===== config.mk =====
export PLATFORM = sky130hd
export DESIGN_NAME = serial_adder_ctrl
export DESIGN_NICKNAME = d
export VERILOG_FILES = /design/src/rtl/serial_adder_ctrl_pkg.sv /design/src/rtl/serial_adder_ctrl_fulladder_bit.sv /design/src/rtl/serial_adder_ctrl.sv
export SDC_FILE = /design/constraint.sdc
export NUM_CORES = 1
export LEC_CHECK = 0
export BUFFER_PORTS_ARGS = -buffer_cell sky130_fd_sc_hd__buf_2
export CAP_MARGIN = 10
export CORE_ASPECT_RATIO = 2
export CORE_MARGIN = 5
export CORE_UTILIZATION = 40
export CTS_BUF_LIST = sky130_fd_sc_hd__clkbuf_4
export DETAILED_ROUTE_END_ITERATION = 6
export PLACE_DENSITY = 0.59
export SLEW_MARGIN = 40
export SYNTH_ARGS = -nofsm -noshare
export SYNTH_HDL_FRONTEND = slang
export SYNTH_HIERARCHICAL = 1
export SYNTH_SLANG_ARGS = --single-unit
export TNS_END_PERCENT = 20

===== constraint.sdc =====
create_clock -name clk -period 3.5 [get_ports clk]
set_input_delay 0.525 -clock clk [delete_from_list [all_inputs] [get_ports clk]]
set_output_delay 0.525 -clock clk [all_outputs]
set_load 0.02 [all_outputs]

===== src/rtl/serial_adder_ctrl_pkg.sv =====
// Shared definitions for the bit-serial adder controller: FSM encoding and default width.
package serial_adder_ctrl_pkg;

    localparam int unsigned DEFAULT_WIDTH = 8;

    typedef enum logic [1:0] {
        IDLE  = 2'd0,
        SHIFT = 2'd1,
        DONE  = 2'd2
    } state_t;

endpackage : serial_adder_ctrl_pkg


===== src/rtl/serial_adder_ctrl_fulladder_bit.sv =====
// Gate-level 1-bit full adder: two half-adder stages whose carries are ORed.
module fulladder_bit (
    input  logic a,
    input  logic b,
    input  logic cin,
    output logic s,
    output logic cout
);

    logic p;
    logic g;
    logic c2;

    // First half adder on the operand bits
    xor u_ha0_x (p, a, b);
    and u_ha0_a (g, a, b);

    // Second half adder folds in the incoming carry
    xor u_ha1_x (s, p, cin);
    and u_ha1_a (c2, p, cin);

    or  u_cor   (cout, g, c2);

endmodule : fulladder_bit


===== src/rtl/serial_adder_ctrl.sv =====
// Bit-serial adder: one shared full-adder cell computes {cout,sum} = a + b + cin LSB first over WIDTH cycles.
module serial_adder_ctrl
    import serial_adder_ctrl_pkg::*;
#(
    parameter int unsigned WIDTH = DEFAULT_WIDTH
) (
    input  logic             clk,
    input  logic             rst,
    input  logic             start,
    input  logic [WIDTH-1:0] a,
    input  logic [WIDTH-1:0] b,
    input  logic             cin,
    output logic             busy,
    output logic             done,
    output logic [WIDTH-1:0] sum,
    output logic             cout
);

    localparam int unsigned CNT_W = $clog2(WIDTH + 1);
    localparam logic [CNT_W-1:0] CNT_LAST = CNT_W'(WIDTH - 1);

    state_t           state;
    state_t           state_nxt;
    logic [WIDTH-1:0] a_sh;
    logic [WIDTH-1:0] b_sh;
    logic [WIDTH-1:0] psum;
    logic             carry;
    logic [CNT_W-1:0] cnt;

    logic             load_c;
    logic             shift_c;
    logic             finish_c;
    logic             bit_s;
    logic             bit_c;

    fulladder_bit u_cell (
        .a    (a_sh[0]),
        .b    (b_sh[0]),
        .cin  (carry),
        .s    (bit_s),
        .cout (bit_c)
    );

    // Next-state and datapath control
    always_comb begin
        state_nxt = state;
        load_c    = 1'b0;
        shift_c   = 1'b0;
        finish_c  = 1'b0;
        case (state)
            IDLE: begin
                if (start) begin
                    state_nxt = SHIFT;
                    load_c    = 1'b1;
                end
            end
            SHIFT: begin
                shift_c = 1'b1;
                if (cnt == CNT_LAST) begin
                    state_nxt = DONE;
                    finish_c  = 1'b1;
                end
            end
            DONE: begin
                if (start) begin
                    state_nxt = SHIFT;
                    load_c    = 1'b1;
                end else begin
                    state_nxt = IDLE;
                end
            end
            default: state_nxt = IDLE;
        endcase
    end

    always_ff @(posedge clk) begin
        if (rst) begin
            state <= IDLE;
            busy  <= 1'b0;
            done  <= 1'b0;
            sum   <= '0;
            cout  <= 1'b0;
            a_sh  <= '0;
            b_sh  <= '0;
            psum  <= '0;
            carry <= 1'b0;
            cnt   <= '0;
        end else begin
            state <= state_nxt;
            busy  <= (state_nxt == SHIFT);
            done  <= (state_nxt == DONE);
            if (load_c) begin
                a_sh  <= a;
                b_sh  <= b;
                carry <= cin;
                psum  <= '0;
                cnt   <= '0;
            end else if (shift_c) begin
                a_sh  <= a_sh >> 1;
                b_sh  <= b_sh >> 1;
                psum  <= {bit_s, psum[WIDTH-1:1]};
                carry <= bit_c;
                cnt   <= cnt + CNT_W'(1);
            end
            // Final bit is folded in on the same edge the result is published
            if (finish_c) begin
                sum  <= {bit_s, psum[WIDTH-1:1]};
                cout <= bit_c;
            end
        end
    end

endmodule : serial_adder_ctrl


### Word level (Yosys, flattened, before mapping)

Index checks and enable logic that the tools add are counted.

* bits of input ports: 20
* bits in registers: 42
* output and inout port bits: 11
* word-level logic and storage cells: 40

* equality and inequality tests: 5
* bitwise operators: 5
* muxes and demuxes: 15
* reductions and logical operators: 4
* add/subtract/negate cells: 1

Operators with widths (number)
* 8-bit 2-to-1 mux: 4
* 1-bit 2-to-1 mux: 8
* 2-bit one-hot mux with 3 select lines: 1
* 4-bit by 1-bit adder with 4-bit output, second input constant: 1
* 2-bit by 1-bit equality test with 1-bit output, second input constant: 2
* 2-bit equality test, second input constant: 2
* 4-bit by 3-bit equality test with 1-bit output, second input constant: 1
* 2-bit 2-to-1 mux: 2
* 2-bit OR reduction: 2
* 1-bit AND: 2
* 2-bit logical NOT: 1
* 2-bit nonzero test: 1
* 1-bit bitwise XOR: 2
* 1-bit bitwise OR: 1

### Longest topological paths before layout

Gate-level depths: netlist of run 1.

* depth in word-level cells: 5
* gate-level depth with buffers: 5
* depth with buffers taken out: 4

### By module

The synthesis of run 1 kept the hierarchy.

Modules (own cells, without submodules)
* serial_adder_ctrl: instances 1, cells an instance 191, seq. area each 820.8 µm², area each 1690.4 µm²
* fulladder_bit: instances 1, cells an instance 1, seq. area each 0.0 µm², area each 20.0 µm²

### Least setup slack after synthesis of run 1

Ideal clock, no wire load.

* path type: register -> register
* from: reg cnt[0]
* to: reg cout
* library setup time: 0.072 ns
* buffers on the path: 0
* cell stages (with the launch flop): 5
* data required time: 3.428 ns
* data arrival time: 1.141 ns
* slack: 2.287 ns
* period minus slack after synthesis: 1.213 ns
* path through: dfxtp_1 > ha_1 > nand3b_1 > nor2_4 > mux2i_1

* longest elaborated chain between the ends: 3

Ends and longest elaborated chain
* start: declaration: line serial_adder_ctrl.sv:28 `logic [CNT_W-1:0] cnt;`
* start signal: assignment: line serial_adder_ctrl.sv:103 `cnt <= cnt + CNT_W'(1);`
* 4-bit by 3-bit equality test with 1-bit output: line serial_adder_ctrl.sv:59 `if (cnt == CNT_LAST) begin`
* 1-bit 2-to-1 mux: line serial_adder_ctrl.sv:59
* 1-bit 2-to-1 mux: line serial_adder_ctrl.sv:50 `case (state)`
* end signal: assignment: line serial_adder_ctrl.sv:108 `cout <= bit_c;`
* end: declaration: line serial_adder_ctrl.sv:16 `output logic cout`

No other way between the ends.
A chain may end at the register's enable or synchronous reset.

### Worst setup path after layout of run 1

* from: reg state[0]
* to: reg psum[6]

* longest elaborated chain between the ends: 4
* elaborated cells on any way between the ends: 7
* those cells by class: eq/ne: 2; mux: 2; reduce/logical: 3

Ends and longest elaborated chain
* start: declaration: line serial_adder_ctrl.sv:22 `state_t state;`
* start signal: assignment: line serial_adder_ctrl.sv:89 `state <= state_nxt;`
* 2-bit equality test / 2-bit logical NOT (equally long branches): line serial_adder_ctrl.sv:50
* 2-bit OR reduction (no source line)
* 1-bit 2-to-1 mux
* 2-bit OR reduction (no source line)
* end signal: assignment: line serial_adder_ctrl.sv:101 `psum <= {bit_s, psum[WIDTH-1:1]};`
* end: declaration: line serial_adder_ctrl.sv:26 `logic [WIDTH-1:0] psum;`

Parallel ways exist; a longest one is shown, timed or not.

==> reports/summary.txt, run 1 <==
IO Port Bufs - 30
Vias/cell - 5.04
Sequential-to-total area share from yosys stat - 0.480
Final worst-path cycle share - 0.451
Area Growth Syn to Fin - 10.5%
Global Route Usage Sum - 0.125
Post-route setup TNS - 0 ps
Area leader, netlist - dfxtp_1
Mean post-synth cell area - 8.91 µm²
Die height - 102 µm
Mapped Cells - 192
Final wirelength - 3.25 mm
Total Nets Final - 236
Commonest cells in the synthesized netlist - dfxtp_1, nand2_1, nand2b_1
TritonCTS Sinks - 41
Cells after DPL - 259
Multi-input gate area - 803 µm²
Number of remaining DRC errors - 0
Filler cell count - 445
Final Skew - 8.73 ps
Post-Synthesis Cell Area - 0.00171 mm²
Via Count - 1,345
Post-route ant nets - 0
First-pass GRT wire length - 5.73 mm
TritonCTS clock tree - yes
Setup crit end kind - flop
Status - completed
DP HPWL - 2.16 mm
MaxCap Viol Count - 0
Vias in the first global route - 1,310
HP Class - in -> reg
Critical Path Source Type - flop
Rows - 33
H-tree depth - 2
Share of cells above drive strength 1 - 0.195
Reg area - 821 µm²
Initial antenna violation count - 0
Post-synth top flop - dfxtp_1
Io pins - 31
Critical path type - reg -> reg
Final setup violation count - 0
Number of setup buffers added after CTS - 0
Drt first pass iters - 4
CTS resizes - 0
Largest net degree at the start of global routing - 41
Crit path max fanout - 29
Pleak - 0.688 nW
Pwr dens - 426 mW/mm²
CTS Hold Buffers Added - 0
Maximum vdd drop - 0.000285 V
TritonCTS buffer count - 5
Initial detailed-routing violation count - 33
Grt ovf - 0
Core ar. - 0.00413 mm²
DIE AREA - 0.00576 mm²
Post-synth EDFFs - 0
Starting density of the core - 0.414
Top post-synthesis cells by area - dfxtp_1, nand2_1, nand2b_1, mux2i_1, a311oi_1
Worst EP required - 3770 ps
Die width - 56.2 µm
Crit path DAT - 1850 ps
Post-Layout Cell Count - 267
Number of distinct library cells after synthesis - 25
Unrepaired setup endpoints after global routing - false
N_diodes - 0
Number of synthesis warnings - 6
Area share of the largest cell type after synthesis - 0.480
Max_slew headroom - 0.569
WL/cell - 12.2 µm
Clk root buf - clkbuf_4
Worst Tran Pin Value - 646 ps
Clock Path Buffers - 2
Worst hold margin - 409 ps
Mapped Nets - 214
Max Fclk - 633 MHz
Clk slew on worst S/H paths - 110 ps
Ys async rst share - 0
Number of synthesized register bits - 41
Post-route minimum period - 1580 ps
Max Slew Vio Count - 0
Hold Violations, Final - 0
Clk_lat worst skew - 340 ps
GP Congestion - 0.744
[sequential cells by signal, indices dropped and copies added (netlist names)]
name	cells
a_sh	8
b_sh	8
sum	8
psum	7
cnt	4
state	2
busy	1
carry	1
cout	1
done	1
[critical path, cell delays in order (launching register included)]
cell	delay [ps]
dfxtp_1	430
nand2b_2	500
nand2b_1	370
a21oi_1	200
[stage by stage]
stage	cell area [µm²]	power [mW]	utilization	setup WS, ps
after CTS	1890	0.821	0.458	1900
after floorplan	1710	0.581	-	2290
after global routing	1890	0.854	0.458	1700
after detailed placement	1840	0.600	0.445	1740
after global placement	1830	0.599	0.444	1370
final	1890	0.806	0.458	1920
[cell usage in the layout, fill, tap and decap left out]
cell      count
a22oi_1       3
nand2_1      41
o21ai_0       1
xnor2_1       1
nand2b_1     19
mux2i_1      10
a21oi_1      14
dfxtp_1      41
nand3_1       5
ha_1          1
nor2_1       16
clkinv_2      1
clkinv_1      2
fa_1          1
buf_2        30
xor2_1        1
nand2b_2      2
nand3b_1      2
nor2_4        1
a311oi_2      2
nor3_1        3
and2b_2       1
clkbuf_4      5
nor2b_1       1
a311oi_1     10
or3_1         1
[final cells by class]
type / count / share of cell area
Clock buffer: 5 / 0.0199
Clock inverter: 3 / 0.00662
Multi-Input combinational cell: 136 / 0.425
Sequential cell: 41 / 0.434
Tap cell: 52 / 0.0344
Timing Repair Buffer: 30 / 0.0795
[cells by family (layout without fill, tap and decap cells)]
kind of cell / after synthesis / in the layout / share of synthesized area
compound gates: 30 / 30 / 0.126
buf+inv: 15 / 38 / 0.0541
xor+xnor: 2 / 2 / 0.0102
mux: 10 / 10 / 0.0585
fa+ha+maj: 2 / 2 / 0.0190
flops: 41 / 41 / 0.480
simple gates: 92 / 92 / 0.252
[where the power goes]
group          total [mW]  switching (mW)  internal [mW]
combinational      0.0892          0.0548         0.0344
sequential          0.499          0.0120          0.487
clock               0.218           0.145         0.0728
total               0.806           0.212          0.594
[path summary, 6_finish.rpt]
check | start | to | slack (ps) | depth (start not counted)
setup / recovery | state[0]$_SDFF_PP0_ | psum[6]$_SDFFE_PP0P_ | 1920 | 3
hold / removal | a[7] | a_sh[7]$_SDFFE_PP0P_ | 410 | 3
setup reg to reg | state[0]$_SDFF_PP0_ | psum[6]$_SDFFE_PP0P_ | 1920 | 3
hold reg to reg | psum[1]$_SDFFE_PP0P_ | psum[1]$_SDFFE_PP0P_ | 460 | 2
[layer usage]
metal / track usage / routed length (µm)
met5: 0 / 0
met4: 0.0658 / 74
met3: 0.0278 / 178
met2: 0.221 / 1620
met1: 0.138 / 1390
No activity file was read; power rests on OpenSTA's default activity.
==> run 2: changes to the inputs <==
==> constraint.sdc (replaced) <==
create_clock -name clk -period 1.6 [get_ports clk]
set_input_delay 0.24 -clock clk [delete_from_list [all_inputs] [get_ports clk]]
set_output_delay 0.24 -clock clk [all_outputs]
set_load 0.02 [all_outputs]
==> run 2 against run 1 <==
Flip-flop and latch count did not move. First-iteration DRC count fell by 61%. Cell count rose by 3.0%. Register-to-register slack got worse by 1700 ps. Global-route usage rose by 0.094 points. Critical endpoint is now cout$_SDFFE_PP0P_. Largest power group unchanged.
==> reports/summary.txt, run 2 (synthesis results as in run 1) <==
Pwr dens - 917 mW/mm² (was 426 mW/mm²)
TritonCTS Sinks - 41 (unchanged)
Most frequent cells in the layout - nand2_1, dfxtp_1, buf_2, nand2b_1, nor2_1 (unchanged)
Vias/cell - 4.97 (was 5.04)
H-tree depth - 2 (unchanged)
Critical Path Source Type - flop (unchanged)
Crit path max fanout - 9 (was 29)
MaxCap Viol Count - 0 (unchanged)
Clk_lat worst skew - 330 ps (was 340 ps)
Final setup violation count - 0 (unchanged)
Via Count - 1,367 (was 1,345)
Unrepaired setup endpoints after global routing - false (unchanged)
Number of setup buffers added after CTS - 0 (unchanged)
R2R setup slack - 220 ps (was 1920 ps)
IO Port Bufs - 30 (unchanged)
Clk root buf - clkbuf_4 (unchanged)
Final wirelength - 3.33 mm (was 3.25 mm)
First-pass GRT wire length - 5.80 mm (was 5.73 mm)
Drt first pass iters - 4 (unchanged)
DP HPWL - 2.45 mm (was 2.16 mm)
Core ar. - 0.00413 mm² (unchanged)
Worst hold margin - 165 ps (was 409 ps)
Worst Hold Endpoint - a_sh[7]$_SDFFE_PP0P_ (unchanged)
Post-Layout Cell Count - 275 (was 267)
Initial antenna violation count - 0 (unchanged)
Post-route ant nets - 0 (unchanged)
Total Nets Final - 245 (was 236)
Initial detailed-routing violation count - 13 (was 33)
R2r endpoint - cout$_SDFFE_PP0P_ (was psum[6]$_SDFFE_PP0P_)
Max Fclk - 723 MHz (was 633 MHz)
Crit path DAT - 1650 ps (was 1850 ps)
Post-route minimum period - 1380 ps (was 1580 ps)
HP Class - in -> reg (unchanged)
Pleak - 0.731 nW (was 0.688 nW)
Area Growth Syn to Fin - 14.0% (was 10.5%)
Status - completed (unchanged)
Worst r2r path cells - 4 (was 3)
Largest net degree at the start of global routing - 21 (was 41)
TritonCTS buffer count - 5 (unchanged)
Final Skew - 11.0 ps (was 8.73 ps)
Clk slew on worst S/H paths - 110 ps (about the same)
Power Total - 1.79 mW (was 0.806 mW)
Worst Tran Pin Value - 427 ps (was 646 ps)
Grt ovf - 0 (unchanged)
CTS Hold Buffers Added - 0 (unchanged)
GP Congestion - 0.735 (was 0.744)
Post-route setup TNS - 0 ps (unchanged)
Global Route Usage Sum - 0.126 (was 0.125)
Rows - 33 (unchanged)
Critical Path Start - cnt[0]$_SDFFE_PP0P_ (was state[0]$_SDFF_PP0_)
Number of remaining DRC errors - 0 (unchanged)
Reg-to-Reg Start - cnt[0]$_SDFFE_PP0P_ (was state[0]$_SDFF_PP0_)
Share of cells above drive strength 1 - 0.215 (was 0.195)
WL/cell - 12.1 µm (was 12.2 µm)
Min-delay src - a[7] (unchanged)
Critical path type - reg -> reg (unchanged)
Max Slew Vio Count - 0 (unchanged)
Cells after DPL - 268 (was 259)
Die height - 102 µm (unchanged)
Hold path cells - 3 (unchanged)
Maximum vdd drop - 0.000807 V (was 0.000285 V)
Worst EP required - 1870 ps (was 3770 ps)
Setup crit end kind - flop (unchanged)
Clock Path Buffers - 2 (unchanged)
Final worst-path cycle share - 0.865 (was 0.451)
Io pins - 31 (unchanged)
Starting density of the core - 0.414 (unchanged)
Max_slew headroom - 0.715 (was 0.569)
DIE AREA - 0.00576 mm² (unchanged)
CTS resizes - 0 (unchanged)
Biggest regs - a_sh: 8 flops, b_sh: 8 flops, sum: 8 flops (unchanged)
Die width - 56.2 µm (unchanged)
Filler cell count - 440 (was 445)
Hold Violations, Final - 0 (unchanged)
N_diodes - 0 (unchanged)
Vias in the first global route - 1,422 (was 1,310)
TritonCTS clock tree - yes (unchanged)
[run 2: cell types whose count changed in the layout (fill, tap and decap cells not counted)]
cell,before,now
and2b_2,1,0
nand2b_1,19,21
nand2b_2,2,0
and2b_1,0,1
clkinv_2,1,0
clkinv_1,2,1
buf_4,0,9
clkbuf_4,5,6
[run 2: worst max-delay path, cell delays in order, from the launching register on]
cell and delay [ps]:
dfxtp_1 380, ha_1 180, nand3b_1 200, nor2_4 340
mux2i_1 220
[run 2: worst max-delay path by stage]
| stage | endpoint | cells past startpoint |
|---|---|---|
| 2_1_floorplan | cout$_SDFFE_PP0P_ | 4 |
| 3_3_place_gp | sum[0]$_SDFFE_PP0P_ | 4 |
| 3_5_place_dp | sum[1]$_SDFFE_PP0P_ | 4 |
| 4_1_cts | sum[6]$_SDFFE_PP0P_ | 4 |
| 5_1_grt | psum[3]$_SDFFE_PP0P_ | 4 |
| 6_report | cout$_SDFFE_PP0P_ | 4 |
[run 2: layer usage]
| metal | up-vias | routed length, µm | GRT usage |
|---|---|---|---|
| met2 | 27 | 1670 | 0.232 |
| met1 | 628 | 1450 | 0.136 |
| met5 | - | 0 | 0 |
| met3 | 6 | 146 | 0.0278 |
| met4 | 0 | 65 | 0.0548 |
| li1 | 706 | - | - |
[run 2: stage by stage]
step / setup WS, ps / area [µm²] / utilization
after floorplan: 387 / 1710 / -
after global placement: 265 / 1900 / 0.460
after detailed placement: 204 / 1900 / 0.460
after CTS: 190 / 1950 / 0.472
after global routing: 71.1 / 1950 / 0.472
final: 216 / 1950 / 0.472
[run 2: where the power goes]
part	leakage, nW	switching [mW]	internal, mW
Clock	0.0292	0.302	0.177
Sequential	0.335	0.0240	1.06
Combinational	0.367	0.126	0.0940
[run 2: area by class of cell]
cell class / count / area (µm²) / share of cell area
Sequential cell: 41 / 821 / 0.421
Multi-Input combinational cell: 136 / 797 / 0.409
Timing Repair Buffer: 39 / 218 / 0.112
Tap cell: 52 / 65.1 / 0.0334
Clock buffer: 6 / 45.0 / 0.0231
Clock inverter: 1 / 3.75 / 0.00193
==> run 3: changes to the inputs <==
--- a/config.mk
+++ b/config.mk
@@ -8,11 +8,10 @@
 export BUFFER_PORTS_ARGS = -buffer_cell sky130_fd_sc_hd__buf_2
 export CAP_MARGIN = 10
 export CORE_ASPECT_RATIO = 2
-export CORE_MARGIN = 5
 export CORE_UTILIZATION = 40
 export CTS_BUF_LIST = sky130_fd_sc_hd__clkbuf_4
 export DETAILED_ROUTE_END_ITERATION = 6
-export PLACE_DENSITY = 0.59
+export PLACE_DENSITY = 0.61
 export SLEW_MARGIN = 40
 export SYNTH_ARGS = -nofsm -noshare
 export SYNTH_HDL_FRONTEND = slang
==> constraint.sdc (replaced) <==
create_clock -name clk -period 1.13 [get_ports clk]
set_input_delay 0.1695 -clock clk [delete_from_list [all_inputs] [get_ports clk]]
set_output_delay 0.1695 -clock clk [all_outputs]
set_load 0.02 [all_outputs]
==> run 3 against run 2 <==
The run now ends with negative setup slack left. First-iteration DRC count shrank 15%. Critical path depth unchanged. Die area down 21%. Clock skew down 7.7 ps. Clock power rose by 97%. Sequential power is 42% higher. Non-clock buffer count increased by 15. Register-to-register slack lost 240 ps. Utilization grew 7.5 points.
==> reports/summary.txt, run 3 (synthesis results as in run 1) <==
CP Capture Point - a_sh[5]$_SDFFE_PP0P_ (was cout$_SDFFE_PP0P_)
Commonest non-fill, non-tap cell in the layout - nand2_1
Area Growth Syn to Fin - 30.9% (was 14.0%)
Worst setup margin - -26.0 ps (was 216 ps)
Starting density of the core - 0.418 (was 0.414)
WL/cell - 12.1 µm (about the same)
R2R setup slack - -30 ps (was 220 ps)
Final worst-path cycle share - 1.02 (was 0.865)
Pwr dens - 1300 mW/mm² (was 917 mW/mm²)
GP Congestion - 0.745 (was 0.735)
Crit path DAT - 1410 ps (was 1650 ps)
Power Total - 2.91 mW (was 1.79 mW)
Reg area - 830 µm² (was 821 µm²)
Clk_lat worst skew - 340 ps (was 330 ps)
Share of cells above drive strength 1 - 0.351 (was 0.215)
Largest net degree at the start of global routing - 21 (unchanged)
Clock Path Buffers - 2 (unchanged)
Via Count - 1,437 (was 1,367)
First-pass GRT wire length - 5.70 mm (was 5.80 mm)
Maximum vdd drop - 0.000815 V (was 0.000807 V)
Post-route setup TNS - -135 ps (was 0 ps)
HP Class - in -> reg (unchanged)
Die height - 94.5 µm (was 102 µm)
Hold Violations, Final - 0 (unchanged)
Crit path max fanout - 18 (was 9)
Clock power frac - 0.324 (was 0.268)
Critical path type - reg -> reg (unchanged)
Vias/cell - 4.94 (was 4.97)
Die width - 48.2 µm (was 56.2 µm)
Filler cell count - 387 (was 440)
Io pins - 31 (unchanged)
Grt ovf - 0 (unchanged)
H-tree depth - 2 (unchanged)
Multi-input gate area - 882 µm² (was 797 µm²)
Initial antenna violation count - 0 (unchanged)
TritonCTS clock tree - yes (unchanged)
MaxCap Viol Count - 0 (unchanged)
Setup crit end kind - flop (unchanged)
Finished layout cell area - 0.00224 mm² (was 0.00195 mm²)
DP Area - 0.00206 mm² (was 0.00190 mm²)
Post-route ant nets - 0 (unchanged)
Max_slew headroom - 0.857 (was 0.715)
Rows - 33 (unchanged)
TritonCTS Sinks - 41 (unchanged)
Initial detailed-routing violation count - 11 (was 13)
Critical Path Source Type - flop (unchanged)
Comb pwr share - 0.144 (was 0.123)
IO Port Bufs - 30 (unchanged)
Worst r2r path cells - 4 (unchanged)
Worst EP required - 1380 ps (was 1870 ps)
Status - complete, but fails checks (was completed)
Biggest regs - a_sh: 8 flops, b_sh: 8 flops, sum: 8 flops (unchanged)
Number of remaining DRC errors - 0 (unchanged)
Critical Path Start - state[0]$_SDFF_PP0_ (was cnt[0]$_SDFFE_PP0P_)
Max Fclk - 865 MHz (was 723 MHz)
TritonCTS buffer count - 5 (unchanged)
Net switching power - 0.707 mW (was 0.452 mW)
Vias in the first global route - 1,326 (was 1,422)
Total Nets Final - 260 (was 245)
Sequential Power Share - 0.532 (was 0.609)
N_diodes - 0 (unchanged)
Clk root buf - clkbuf_4 (unchanged)
Final setup violation count - 14 (was 0)
Drt first pass iters - 4 (unchanged)
DIE AREA - 0.00456 mm² (was 0.00576 mm²)
Most frequent cells in the layout - nand2_1, dfxtp_1, buf_2, nand2b_1, buf_4 (was nand2_1, dfxtp_1, buf_2, nand2b_1, nor2_1)
DP HPWL - 2.46 mm (was 2.45 mm)
Clk slew on worst S/H paths - 120 ps (was 110 ps)
Final Skew - 3.33 ps (was 11.0 ps)
Unrepaired setup endpoints after global routing - true (was false)
Failing checks - negative setup slack
Core ar. - 0.00409 mm² (was 0.00413 mm²)
Net Sw Frac - 0.243 (was 0.253)
Worst Tran Pin Value - 213 ps (was 427 ps)
Pleak - 0.839 nW (was 0.731 nW)
Final wirelength - 3.51 mm (was 3.33 mm)
Pint - 2.20 mW (was 1.34 mW)
Post-route minimum period - 1160 ps (was 1380 ps)
R2r endpoint - a_sh[5]$_SDFFE_PP0P_ (was cout$_SDFFE_PP0P_)
Max Slew Vio Count - 0 (unchanged)
Pre-CTS setup slack - -41.0 ps (was 204 ps)
Reg-to-Reg Start - state[0]$_SDFF_PP0_ (was cnt[0]$_SDFFE_PP0P_)
Global Route Usage Sum - 0.172 (was 0.126)
-- run 3: stage by stage --
stage                      util  hold WS (ps)  cells
after floorplan               -           306    192
after global placement    0.504           412    282
after detailed placement  0.504           429    282
after CTS                 0.532          38.4    291
after global routing      0.548          54.9    291
final                     0.548          58.5    291
-- run 3: layout make-up --
cell class	instances	share of cell area
sequential	41	0.371
clock inverter	2	0.0151
multi-input combinational	136	0.394
clock buffer	6	0.0201
tap	52	0.0291
timing repair buffer	54	0.171
-- run 3: layer usage --
layer	routed length [µm]	global-route usage
met4	60	0.0625
met2	1790	0.284
met5	0	0
met1	1560	0.204
met3	101	0.0402
-- run 3: power groups by stage --
stage	registers, mW	logic [mW]	clock network [mW]
final	1.55	0.418	0.943
after global routing	1.55	0.459	1.03
after CTS	1.54	0.389	0.979
after detailed placement	1.57	0.372	0
after global placement	1.58	0.369	0
after floorplan	1.57	0.229	0
-- run 3: how the worst min path moves through the flow --
stage                           endpoint  depth (start not counted)  start
floorplan           a_sh[7]$_SDFFE_PP0P_                          2   a[7]
global placement    a_sh[7]$_SDFFE_PP0P_                          3   a[7]
detailed placement  a_sh[7]$_SDFFE_PP0P_                          3   a[7]
CTS                 a_sh[7]$_SDFFE_PP0P_                          3   a[7]
global route        a_sh[7]$_SDFFE_PP0P_                          3   a[7]
finish              a_sh[7]$_SDFFE_PP0P_                          3   a[7]
-- run 3: repair_timing --
action,in CTS,in global routing
resized for setup,10,14
endpoints found under the setup margin,28,33
pin swaps,4,2
hold buffers,0,0
hold endpoints to repair,0,0
setup buffers,1,0
-- run 3: worst max-delay path, stage by stage (launching register included) --
cell and delay (ps):
dfxtp_4 400, and2b_2 190, buf_12 160, nand2_1 80, a311oi_2 240
